### config.mk
export PLATFORM = sky130hd
export DESIGN_NAME = spi_master_ctrl
export DESIGN_NICKNAME = d
export VERILOG_FILES = /design/src/rtl/spi_master_ctrl.sv
export SDC_FILE = /design/constraint.sdc
export NUM_CORES = 1
export LEC_CHECK = 0
export ABC_AREA = 1
export CAP_MARGIN = 20
export CORE_MARGIN = 1
export CORE_UTILIZATION = 57
export CTS_BUF_LIST = sky130_fd_sc_hd__clkbuf_8
export DETAILED_ROUTE_END_ITERATION = 6
export DONT_BUFFER_PORTS = 1
export PLACE_DENSITY = 0.83
export SYNTH_ARGS = -nofsm -noshare
export SYNTH_HDL_FRONTEND = slang
export SYNTH_SLANG_ARGS = --single-unit
export TNS_END_PERCENT = 20
### constraint.sdc
create_clock -name clk -period 3 [get_ports clk]
set_input_delay 0.9 -clock clk [delete_from_list [all_inputs] [get_ports clk]]
set_output_delay 0.9 -clock clk [all_outputs]
set_load 0.1 [all_outputs]
### src/rtl/spi_master_ctrl.sv
// SPI master engine: runs one chip-select-framed transfer per accepted `work` request.
// Outgoing words are popped from a TX FIFO (zero fill when it runs dry). In read mode,
// each received word is pushed to an RX FIFO. Mode 0 timing, MSB first.
//
// Ports:
//   clk, rst            system clock, asynchronous active-low reset
//   len, op, work       transfer length in bits, 0=read/1=write, start request
//   busy                high from the accepted request until the end of the cs_n hold
//   tx_rdata/tx_rd/tx_empty   TX FIFO read side (data valid the cycle after tx_rd)
//   rx_wdata/rx_wr/rx_full    RX FIFO write side
//   sclk, cs_n, mosi, miso    SPI pins
module spi_master_ctrl #(
    parameter int unsigned DATA    = 8,
    parameter int unsigned CLK_DIV = 4
) (
    input  logic            clk,
    input  logic            rst,
    input  logic [15:0]     len,
    input  logic            op,
    input  logic            work,
    output logic            busy,
    input  logic [DATA-1:0] tx_rdata,
    output logic            tx_rd,
    input  logic            tx_empty,
    output logic [DATA-1:0] rx_wdata,
    output logic            rx_wr,
    input  logic            rx_full,
    output logic            sclk,
    output logic            cs_n,
    output logic            mosi,
    input  logic            miso
);

    localparam int unsigned CW = (CLK_DIV > 1) ? $clog2(CLK_DIV) : 1;
    localparam int unsigned GW = $clog2(DATA + 1);

    typedef enum logic [2:0] {
        StIdle,
        StLoad,
        StFetch,
        StShift,
        StStore,
        StFinish
    } state_e;

    state_e          state_q, state_d;
    logic [15:0]     bits_left_q, bits_left_d;
    logic            op_q, op_d;
    logic [DATA-1:0] tx_sh_q, tx_sh_d;
    logic [DATA-1:0] rx_sh_q, rx_sh_d;
    logic [CW-1:0]   cnt_q, cnt_d;
    logic [GW-1:0]   bit_cnt_q, bit_cnt_d;
    logic [GW-1:0]   grp_q, grp_d;
    logic            sclk_q, sclk_d;
    logic [GW-1:0]   bit_next;
    logic            cnt_last;

    assign bit_next = bit_cnt_q + GW'(1);
    assign cnt_last = (cnt_q == CW'(CLK_DIV - 1));

    always_ff @(posedge clk or negedge rst) begin
        if (!rst) begin
            state_q     <= StIdle;
            bits_left_q <= '0;
            op_q        <= 1'b0;
            tx_sh_q     <= '0;
            rx_sh_q     <= '0;
            cnt_q       <= '0;
            bit_cnt_q   <= '0;
            grp_q       <= '0;
            sclk_q      <= 1'b0;
        end else begin
            state_q     <= state_d;
            bits_left_q <= bits_left_d;
            op_q        <= op_d;
            tx_sh_q     <= tx_sh_d;
            rx_sh_q     <= rx_sh_d;
            cnt_q       <= cnt_d;
            bit_cnt_q   <= bit_cnt_d;
            grp_q       <= grp_d;
            sclk_q      <= sclk_d;
        end
    end

    always_comb begin
        state_d     = state_q;
        bits_left_d = bits_left_q;
        op_d        = op_q;
        tx_sh_d     = tx_sh_q;
        rx_sh_d     = rx_sh_q;
        cnt_d       = cnt_q;
        bit_cnt_d   = bit_cnt_q;
        grp_d       = grp_q;
        sclk_d      = sclk_q;
        tx_rd       = 1'b0;
        rx_wr       = 1'b0;

        unique case (state_q)
            StIdle: begin
                if (work && (len != 16'd0)) begin
                    bits_left_d = len;
                    op_d        = op;
                    state_d     = StLoad;
                end
            end
            StLoad: begin
                // Start of a shift group: size is the smaller of a full word and what is left.
                rx_sh_d   = '0;
                bit_cnt_d = '0;
                cnt_d     = '0;
                grp_d     = (bits_left_q >= 16'(DATA)) ? GW'(DATA) : GW'(bits_left_q);
                if (!tx_empty) begin
                    tx_rd   = 1'b1;
                    state_d = StFetch;
                end else begin
                    tx_sh_d = '0;
                    state_d = StShift;
                end
            end
            StFetch: begin
                tx_sh_d = tx_rdata;
                state_d = StShift;
            end
            StShift: begin
                if (cnt_last) begin
                    cnt_d = '0;
                    if (!sclk_q) begin
                        sclk_d  = 1'b1;
                        rx_sh_d = {rx_sh_q[DATA-2:0], miso};
                    end else begin
                        sclk_d    = 1'b0;
                        tx_sh_d   = tx_sh_q << 1;
                        bit_cnt_d = bit_next;
                        if (bit_next == grp_q) begin
                            bits_left_d = bits_left_q - 16'(grp_q);
                            state_d     = StStore;
                        end
                    end
                end else begin
                    cnt_d = cnt_q + CW'(1);
                end
            end
            StStore: begin
                // Read mode waits here (cs_n low, sclk low) while the RX FIFO is full.
                if (op_q || !rx_full) begin
                    rx_wr   = !op_q;
                    cnt_d   = '0;
                    state_d = (bits_left_q != 16'd0) ? StLoad : StFinish;
                end
            end
            StFinish: begin
                if (cnt_last) begin
                    cnt_d   = '0;
                    state_d = StIdle;
                end else begin
                    cnt_d = cnt_q + CW'(1);
                end
            end
            default: state_d = StIdle;
        endcase
    end

    assign busy     = (state_q != StIdle);
    assign cs_n     = (state_q == StIdle) || (state_q == StFinish);
    assign sclk     = sclk_q;
    assign mosi     = (state_q == StShift) && tx_sh_q[DATA-1];
    assign rx_wdata = rx_sh_q;

endmodule

==> impl_metrics.csv <==
group,metric,value,unit
global_route,antenna_found_initial,0,
yosys,mappedNetlistArea,2990,um^2
clocking,clk_pin_slew,0.09,ns
sta,skew,0.00603,ns
global_route,gr-total-overflow,0,
critical_path,start_kind,"register",
placement,place_hpwl,4840,um
critical_path,cp.arrival,1.83,ns
clocking,post_cts_buffers,0,
sta,rsz0062_at_grt,"no",
sta,holdWs,0.283,ns
sta,fin_setup_tns,0,ns
clocking,cts.path.max_buffers,2,
die,core,4880,um^2
clocking,cts_made_buffers,5,
global_route,first_global_vias,2667,
route,drt_wl_total,6820,um
final_layout,n_antenna_cell,0,
sta,hold_viol_final,0,
die,fp.dieArea,5540,um^2
final_layout,syn_to_final_growth,7.87,%
clocking,cts_tree,"yes",
route,drc,0,
yosys,yosysWarnings,0,
critical_path,critPathCaptureType,"output port",
global_route,track_usage,27.0,%
power,cellPowerDensity,350,nW/um^2
yosys,synth_nets,478,
yosys,synth_top_cell_area_share,39.4,%
clocking,hold_buffers,0,
sta,slew_headroom,38.1,%
critical_path,regToRegSetupSlack,0.69,ns
sta,setup_ws,0.270,ns
critical_path,cp_slowest_cell,"dfrtp_1",
yosys,synth_area_leader_cell,"dfrtp_1",
yosys,ys_ff_latch,47,
yosys,syn_inst,440,
power,p_int,857,uW
sta,max_freq,0.366,GHz
status,status,"finished, final reports clean",
flow_run,cap_violations,0,
route,ant_nets,0,
yosys,yosys-top-cells-area,"dfrtp_1 (39%), nand2_1 (19%), nand3_1 (9.4%)",
yosys,ys.flop_type,"dfrtp_1",
placement,place_congestion,0.952,
die,start_util,61.2,%
die,die_w,74.4,um
yosys,synth_edf_count,0,
clocking,clock_latency,0.30,ns
critical_path,cp.required,2.10,ns
critical_path,crit_path_max_fanout,13,
route,drt_pre_antenna_iters,4,
yosys,synth.avg_cell_area,6.79,um^2
sta,setup_viol,0,
sta,worst_slew_pin_slew,0.929,ns
power,vdd_ir_drop_max,0.298,mV
route,wl_per_cell,13.3,um
final_layout,fin_nets,484,
power,power.switching,271,uW
power,power_frac_seq,59.8,%
route,num_vias,2851,
clocking,root_buffer,"clkbuf_8",
route,drtIter0Drc,249,
clocking,cts.sinks,47,
final_layout,layout_common_cells,"nand2_1 (152), nand3_1 (56), dfrtp_1 (47), nor2_1 (43), inv_1 (41)",
min_path,hold_path_class,"in2async",
critical_path,crit_type,"reg2out",
power,p_leak,0.00169,uW
yosys,yosysSeqAreaShare,39.4,%
power,pwr-share-comb,1.9,%
die,num_rows,25,
die,die-height,74.4,um
critical_path,crit_path_frequent_cell,"nor2_2",
route,viasPerCell,5.55,
critical_path,slowest_delay,0.55,ns
sta,min_period,2.73,ns
placement,pre_cts_ws,0.620,ns
die,io_pins,45,
sta,period_share,91.0,%
placement,io_buffers,0,
power,p_total,1130,uW
global_route,grt_pass1_wl,11500,um
yosys,ys_async_sr_fraction,100,%
power,clock_power_share,38.4,%
final_layout,drive_above_1_share,7.61,%
critical_path,critical_path.cell_chain,"inv_2, nand2_1, nor2_2, inv_1, nor2_2, buf_12",
global_route,grt_max_degree,48,
yosys,synth_cell_types,37,
clocking,htree_levels,2,
final_layout,fin_util,66.1,%
power,sw_frac_of_total,24.1,%
sta,maxSlewViolCount,0,
final_layout,final_common_cell,"nand2_1",
clocking,ctsResizeCount,0,
## Yosys cell counts, types with 2 or more instances
master / n
a21o_1: 3
a21oi_1: 6
buf_2: 2
buf_4: 3
clkbuf_1: 4
dfrtp_1: 47
ha_1: 6
inv_1: 41
inv_2: 5
nand2_1: 152
nand3_1: 56
nand3b_1: 2
nand4_1: 6
nor2_1: 45
nor2_2: 2
nor3_1: 3
o21ai_0: 15
o21ai_1: 18
o22ai_1: 5
xnor2_1: 2
## critical path, delay by kind of cell, from the launching register on
| kind | cells | cell delay (ns) |
|---|---|---|
| buffers and inverters | 3 | 0.45 |
| and+or+nand+nor | 3 | 0.53 |
| DFF | 1 | 0.55 |
## power by group through the flow
stage	sequential [uW]	combinational [uW]	clock [uW]
floorplan	686	15.7	0
global placement	687	20.8	0
detailed placement	687	21.2	0
CTS	675	21.3	440
global route	676	23.5	464
finish	674	21.2	433
## per-stage QoR
step	cells	instance area, um^2
after floorplan	440	3000
after global placement	506	3120
after detailed placement	506	3120
after CTS	514	3220
after global routing	514	3220
final	514	3220
## flip-flops by register name, indices dropped and copies added, names as in the netlist
signal       count
bit_cnt_q        4
sclk             1
cnt_q            2
bits_left_q     16
op_q             1
rx_wdata         8
state_q          3
tx_sh_q          8
grp_q            4
## worst paths after layout
| kind | start | endpoint | cells past startpoint |
|---|---|---|---|
| max in group asynchronous | rst | bit_cnt_q[0] | 0 |
| min in group clk | cnt_q[1] | cnt_q[1] | 2 |
| setup / recovery | state_q[1] | tx_rd | 6 |
| hold reg to reg | cnt_q[1] | cnt_q[1] | 2 |
| hold / removal | rst | bits_left_q[8] | 0 |
| setup reg to reg | state_q[1] | bits_left_q[0] | 7 |
## kinds of logic (layout without fill, tap and decap cells)
family | count (synthesis) | in the layout | share of synthesized area (%)
multiplexers | 1 | 1 | 0.335
AO/OA/AOI/OAI | 53 | 53 | 9.88
XOR/XNOR | 2 | 2 | 0.586
AND/OR/NAND/NOR | 272 | 272 | 38.6
flip-flops | 47 | 47 | 39.4
adder cells (fa/ha/maj) | 7 | 7 | 3.18
buffers and inverters | 58 | 65 | 8.04
## cell type report
cell class,count,area (um^2)
Clock inverter,1,7.51
Timing Repair Buffer,11,95.1
Multi-Input combinational cell,335,1590
Clock buffer,7,96.3
Inverter,46,173
Tap cell,67,83.8
Fill cell,438,1660
Sequential cell,47,1180
## routing by layer
metal,global-route usage (%),wire length (um),vias to the layer above
met2,43.2,3130,86
met3,5.28,420,14
met4,11.9,173,0
li1,-,-,1432
met5,0,0,-
met1,35.6,3090,1319
No activity file was read; power rests on OpenSTA's default activity.
